File: src/rtl/pipeline_hazard_ctrl.sv
`default_nettype none
// ============================================================================
// Module   : pipeline_hazard_ctrl
// Purpose  : Pipeline sequencing for the PPU: load-use bubbles, branch flush
//            and memory-busy freeze. Optional perf counters: HAZARD_PERF_CNT_EN
// Revision : 1.0 - initial release
// ============================================================================
module pipeline_hazard_ctrl #(
    parameter int LOAD_STALL_CYCLES = 1,
    parameter int CNT_W             = 32
) (
    input  logic             clk,
    input  logic             Reset,
    input  logic [4:0]       ID_rs1,
    input  logic [4:0]       ID_rs2,
    input  logic             ID_rs1_use,
    input  logic             ID_rs2_use,
    input  logic [4:0]       EX_rd,
    input  logic             EX_Load_Instr,
    input  logic             EX_RF_Enable,
    input  logic             EX_Branch_Taken,
    input  logic             Mem_Busy,
    output logic             PC_LE,
    output logic             IF_ID_LE,
    output logic             IF_ID_Flush,
    output logic             ID_EX_Bubble,
    output logic             Pipe_Hold,
    output logic [1:0]       Ctrl_State
`ifdef HAZARD_PERF_CNT_EN
    ,
    output logic [CNT_W-1:0] Stall_Count,
    output logic [CNT_W-1:0] Flush_Count
`endif
);

    localparam logic [1:0] c_ST_RUN        = 2'b00;
    localparam logic [1:0] c_ST_LOAD_STALL = 2'b01;
    localparam logic [3:0] c_STALL_RELOAD  = 4'(LOAD_STALL_CYCLES - 1);

    if (LOAD_STALL_CYCLES < 1 || LOAD_STALL_CYCLES > 15 || CNT_W < 1) begin : g_param_err
        $error("pipeline_hazard_ctrl: LOAD_STALL_CYCLES must be 1..15 and CNT_W >= 1");
    end

    logic [1:0] r_state;
    logic [3:0] r_cnt;
    logic [1:0] w_state_nxt;
    logic [3:0] w_cnt_nxt;
    logic       w_load_use;

    assign w_load_use = EX_Load_Instr & EX_RF_Enable & (EX_rd != 5'd0)
                      & ((ID_rs1_use & (ID_rs1 == EX_rd)) | (ID_rs2_use & (ID_rs2 == EX_rd)));

    assign Ctrl_State = r_state;

    always_comb begin
        PC_LE        = 1'b1;
        IF_ID_LE     = 1'b1;
        IF_ID_Flush  = 1'b0;
        ID_EX_Bubble = 1'b0;
        Pipe_Hold    = 1'b0;
        w_state_nxt  = r_state;
        w_cnt_nxt    = r_cnt;

        if (Reset) begin
            PC_LE        = 1'b0;
            IF_ID_LE     = 1'b0;
            IF_ID_Flush  = 1'b1;
            ID_EX_Bubble = 1'b1;
            w_state_nxt  = c_ST_RUN;
            w_cnt_nxt    = 4'd0;
        end else if (Mem_Busy) begin
            // Freeze everything, including the stall countdown.
            PC_LE     = 1'b0;
            IF_ID_LE  = 1'b0;
            Pipe_Hold = 1'b1;
        end else if (EX_Branch_Taken) begin
            IF_ID_LE     = 1'b0;
            IF_ID_Flush  = 1'b1;
            ID_EX_Bubble = 1'b1;
            w_state_nxt  = c_ST_RUN;
            w_cnt_nxt    = 4'd0;
        end else begin
            case (r_state)
                c_ST_RUN: begin
                    if (w_load_use) begin
                        PC_LE        = 1'b0;
                        IF_ID_LE     = 1'b0;
                        ID_EX_Bubble = 1'b1;
                        if (LOAD_STALL_CYCLES > 1) begin
                            w_state_nxt = c_ST_LOAD_STALL;
                            w_cnt_nxt   = c_STALL_RELOAD;
                        end
                    end
                end
                c_ST_LOAD_STALL: begin
                    PC_LE        = 1'b0;
                    IF_ID_LE     = 1'b0;
                    ID_EX_Bubble = 1'b1;
                    if (r_cnt <= 4'd1) begin
                        w_state_nxt = c_ST_RUN;
                        w_cnt_nxt   = 4'd0;
                    end else begin
                        w_cnt_nxt = r_cnt - 4'd1;
                    end
                end
                default: begin
                    w_state_nxt = c_ST_RUN;
                    w_cnt_nxt   = 4'd0;
                end
            endcase
        end
    end

    always_ff @(posedge clk) begin
        r_state <= w_state_nxt;
        r_cnt   <= w_cnt_nxt;
    end

`ifdef HAZARD_PERF_CNT_EN
    logic [CNT_W-1:0] r_stall_cnt;
    logic [CNT_W-1:0] r_flush_cnt;

    // Both counters saturate rather than wrap.
    always_ff @(posedge clk) begin
        if (Reset) begin
            r_stall_cnt <= '0;
            r_flush_cnt <= '0;
        end else begin
            if (!PC_LE && (r_stall_cnt != '1))
                r_stall_cnt <= r_stall_cnt + CNT_W'(1);
            if (IF_ID_Flush && (r_flush_cnt != '1))
                r_flush_cnt <= r_flush_cnt + CNT_W'(1);
        end
    end

    assign Stall_Count = r_stall_cnt;
    assign Flush_Count = r_flush_cnt;
`endif

endmodule
`default_nettype wire

File: config.mk
export PLATFORM = sky130hd
export DESIGN_NAME = pipeline_hazard_ctrl
export DESIGN_NICKNAME = d
export VERILOG_FILES = /design/src/rtl/pipeline_hazard_ctrl.sv
export SDC_FILE = /design/constraint.sdc
export NUM_CORES = 1
export LEC_CHECK = 0
export ABC_AREA = 1
export BUFFER_PORTS_ARGS = -buffer_cell sky130_fd_sc_hd__buf_2
export CELL_PAD_IN_SITES_DETAIL_PLACEMENT = 0
export CELL_PAD_IN_SITES_GLOBAL_PLACEMENT = 2
export CORE_MARGIN = 4
export CORE_UTILIZATION = 15
export DETAILED_ROUTE_END_ITERATION = 8
export PLACE_DENSITY = 0.94
export SLEW_MARGIN = 15
export SYNTH_ARGS = -nofsm -noshare
export SYNTH_HDL_FRONTEND = slang
export SYNTH_SLANG_ARGS = --single-unit
export TNS_END_PERCENT = 1
File: constraint.sdc
create_clock -name clk -period 1.7 [get_ports clk]
set_input_delay 0.255 -clock clk [delete_from_list [all_inputs] [get_ports clk]]
set_output_delay 0.255 -clock clk [all_outputs]
set_load 0.05 [all_outputs]
==> Flow_metrics.wiki <==
{| class="wikitable"
! Metric !! Value
|-
| Result of the run || finished, final reports clean
|-
| Hold Crit Class || primary input to output pin
|-
| Number of nets in the final layout || 124
|-
| Routed vias || 436
|-
| Average routed wire per standard cell || 7.15 um
|-
| Post-route ant nets || 0
|-
| Number of remaining DRC errors || 0
|-
| Peak supply drop || 61.8 uV
|-
| Worst Slack Setup Final || 0.227 ns
|-
| Crit-path cells || buf_2 -> inv_2 -> nand2_1 -> nand2_1 -> nor2_1 -> nand3_1 -> nand2_2 -> nand2_2 -> a21oi_2 -> buf_2
|-
| Placer Congestion || 0.728
|-
| WP data required || 1.44 ns
|-
| DRC violation total after the first TritonRoute iteration || 7
|-
| Growth of design area from synthesis to finish || 52.3%
|-
| Total power per unit cell area || 272 nW/um2
|-
| Endpoint class of the critical path || output pin
|-
| Fraction of layout instances using a drive strength above 1 || 37.4%
|-
| Detailed Routing Iterations Pass 1 || 4
|-
| Critical path start-end classification || primary input to output pin
|-
| Pin count of the biggest net entering global routing || 5
|-
| Sum of routed wire length over all layers || 886 um
|-
| Unrepaired setup endpoints after global routing || false
|-
| Per-instance average area after synthesis || 4.13 um2
|-
| Element type at the critical path start || primary input
|-
| Post-CTS Setup Repair Bufs || 0
|-
| Number of warning messages in the yosys log || 0
|-
| Via/cell ratio || 3.52
|-
| Post-cts hold buffer count || 0
|-
| Number of flip-flops and latches || 0
|-
| Width of the die || 52.8 um
|-
| Combined area of all synthesized cells || 302 um2
|-
| I/O pin count || 30
|-
| Wire length of the first global-routing pass || 1270 um
|-
| Unique masters post-synth || 11
|-
| Detailed placer's ending HPWL || 839 um
|-
| Final Hold Vio Count || 0
|-
| Number of slew-limit violations in the final report || 0
|-
| Arrival time reported for the critical path endpoint || 1.22 ns
|-
| TNS Setup || 0 ns
|-
| Fmax || 679 MHz
|-
| Number of endpoints failing setup at the final stage || 0
|-
| Die Span Y || 52.8 um
|-
| Post-synthesis sequential area ratio || 0%
|-
| Final-layout clock buffer total || 0
|-
| Final critical path time including I/O delays and setup || 1.47 ns
|-
| Number of global-route vias before repair || 348
|-
| Maximum net fanout on the critical path || 4
|-
| Number of antenna violations at the first check in global routing || 0
|-
| LEAKAGE || 0.336 nW
|-
| Initial standard-cell utilization of the core || 16.6%
|-
| DIE AREA || 2790 um2
|-
| Critical-path cell with the highest stage delay || sky130_fd_sc_hd__buf_2
|-
| Stage delay of the slowest cell on the critical path || 0.27 ns
|-
| Post-route clock period utilization || 86.6%
|-
| Global Route Usage Sum || 5.61%
|-
| Count of input and output buffers || 27
|-
| Count of standard-cell rows || 15
|-
| Core Region || 1820 um2
|-
| Total of max-cap violations || 0
|-
| Diode insertion count for antenna repair || 0
|-
| Post-placement setup slack || 0.222 ns
|-
| Fillers || 222
|-
| Register area || 0 um2
|-
| Post-cts resize count || 0
|-
| Grt total ovfl || 0
|-
| Post-synthesis cell count || 73
|}
[cell usage in the layout (no fill, tap or decap)]
cell / instances
sky130_fd_sc_hd__a21oi_2: 1
sky130_fd_sc_hd__inv_2: 5
sky130_fd_sc_hd__nor2_1: 12
sky130_fd_sc_hd__nor2_2: 2
sky130_fd_sc_hd__nand2_1: 30
sky130_fd_sc_hd__nand4_1: 1
sky130_fd_sc_hd__buf_2: 27
sky130_fd_sc_hd__conb_1: 2
sky130_fd_sc_hd__inv_1: 13
sky130_fd_sc_hd__nand2_2: 2
sky130_fd_sc_hd__nand3_1: 4
[Yosys cell counts]
cell                       n  area share (%)
sky130_fd_sc_hd__a21oi_2   1             2.9
sky130_fd_sc_hd__buf_4     2             5.0
sky130_fd_sc_hd__conb_1    1             1.2
sky130_fd_sc_hd__inv_1    13              16
sky130_fd_sc_hd__inv_2     5             6.2
sky130_fd_sc_hd__nand2_1  30              37
sky130_fd_sc_hd__nand2_2   2             4.1
sky130_fd_sc_hd__nand3_1   4             6.6
sky130_fd_sc_hd__nand4_1   1             2.1
sky130_fd_sc_hd__nor2_1   13              16
sky130_fd_sc_hd__nor2_2    1             2.1
[final timing paths]
kind / startpoint / to / slack [ns] / depth (start not counted)
setup / recovery: EX_rd[3] / ID_EX_Bubble / 0.23 / 10
hold / removal: Mem_Busy / IF_ID_LE / 0.85 / 3
[cell type report]
class	count	area, um2	area share [%]
Inverter	18	67.6	14.7
Multi-Input combinational cell	54	225	49.0
Tap cell	25	31.3	6.81
Timing Repair Buffer	27	135	29.4
[worst max-delay path, delay by kind of cell]
family	cells	cell delay, ns
buffers and inverters	3	0.43
AND/OR/NAND/NOR	6	0.43
AO/OA/AOI/OAI	1	0.11
[stage by stage]
| stage | instance area [um2] | utilization [%] | total power, W | instances | hold WS [ns] |
|---|---|---|---|---|---|
| 2_1_floorplan | 308 | - | 0.0000833 | 74 | 0.616 |
| 3_3_place_gp | 459 | 25.2 | 0.000126 | 124 | 0.848 |
| 3_5_place_dp | 459 | 25.2 | 0.000126 | 124 | 0.851 |
| 4_1_cts | 459 | 25.2 | 0.000126 | 124 | 0.851 |
| 5_1_grt | 459 | 25.2 | 0.000138 | 124 | 0.867 |
| 6_report | 459 | 25.2 | 0.000125 | 124 | 0.847 |
[per-layer routing]
layer | track usage [%] | part of all wire (%)
met1 | 8.33 | 44
met2 | 9.50 | 48
met3 | 0 | 7.3
met4 | 0 | 0
met5 | 0 | 0
[report_power, final]
part	internal (W)	leakage, nW	total [W]	switching, W
registers	0	0	0	0
logic	0.0000425	0.336	0.000125	0.0000826
clock network	0	0	0	0
total	0.0000425	0.336	0.000125	0.0000826
[cells by family (layout without fill, tap and decap cells)]
logic type | after synthesis | in the layout | synth area share (%)
AND/OR/NAND/NOR | 51 | 51 | 68.5
buffers and inverters | 20 | 45 | 27.4
other | 1 | 2 | 1.24
AO/OA/AOI/OAI | 1 | 1 | 2.91
(Power assumes the default switching activity.)
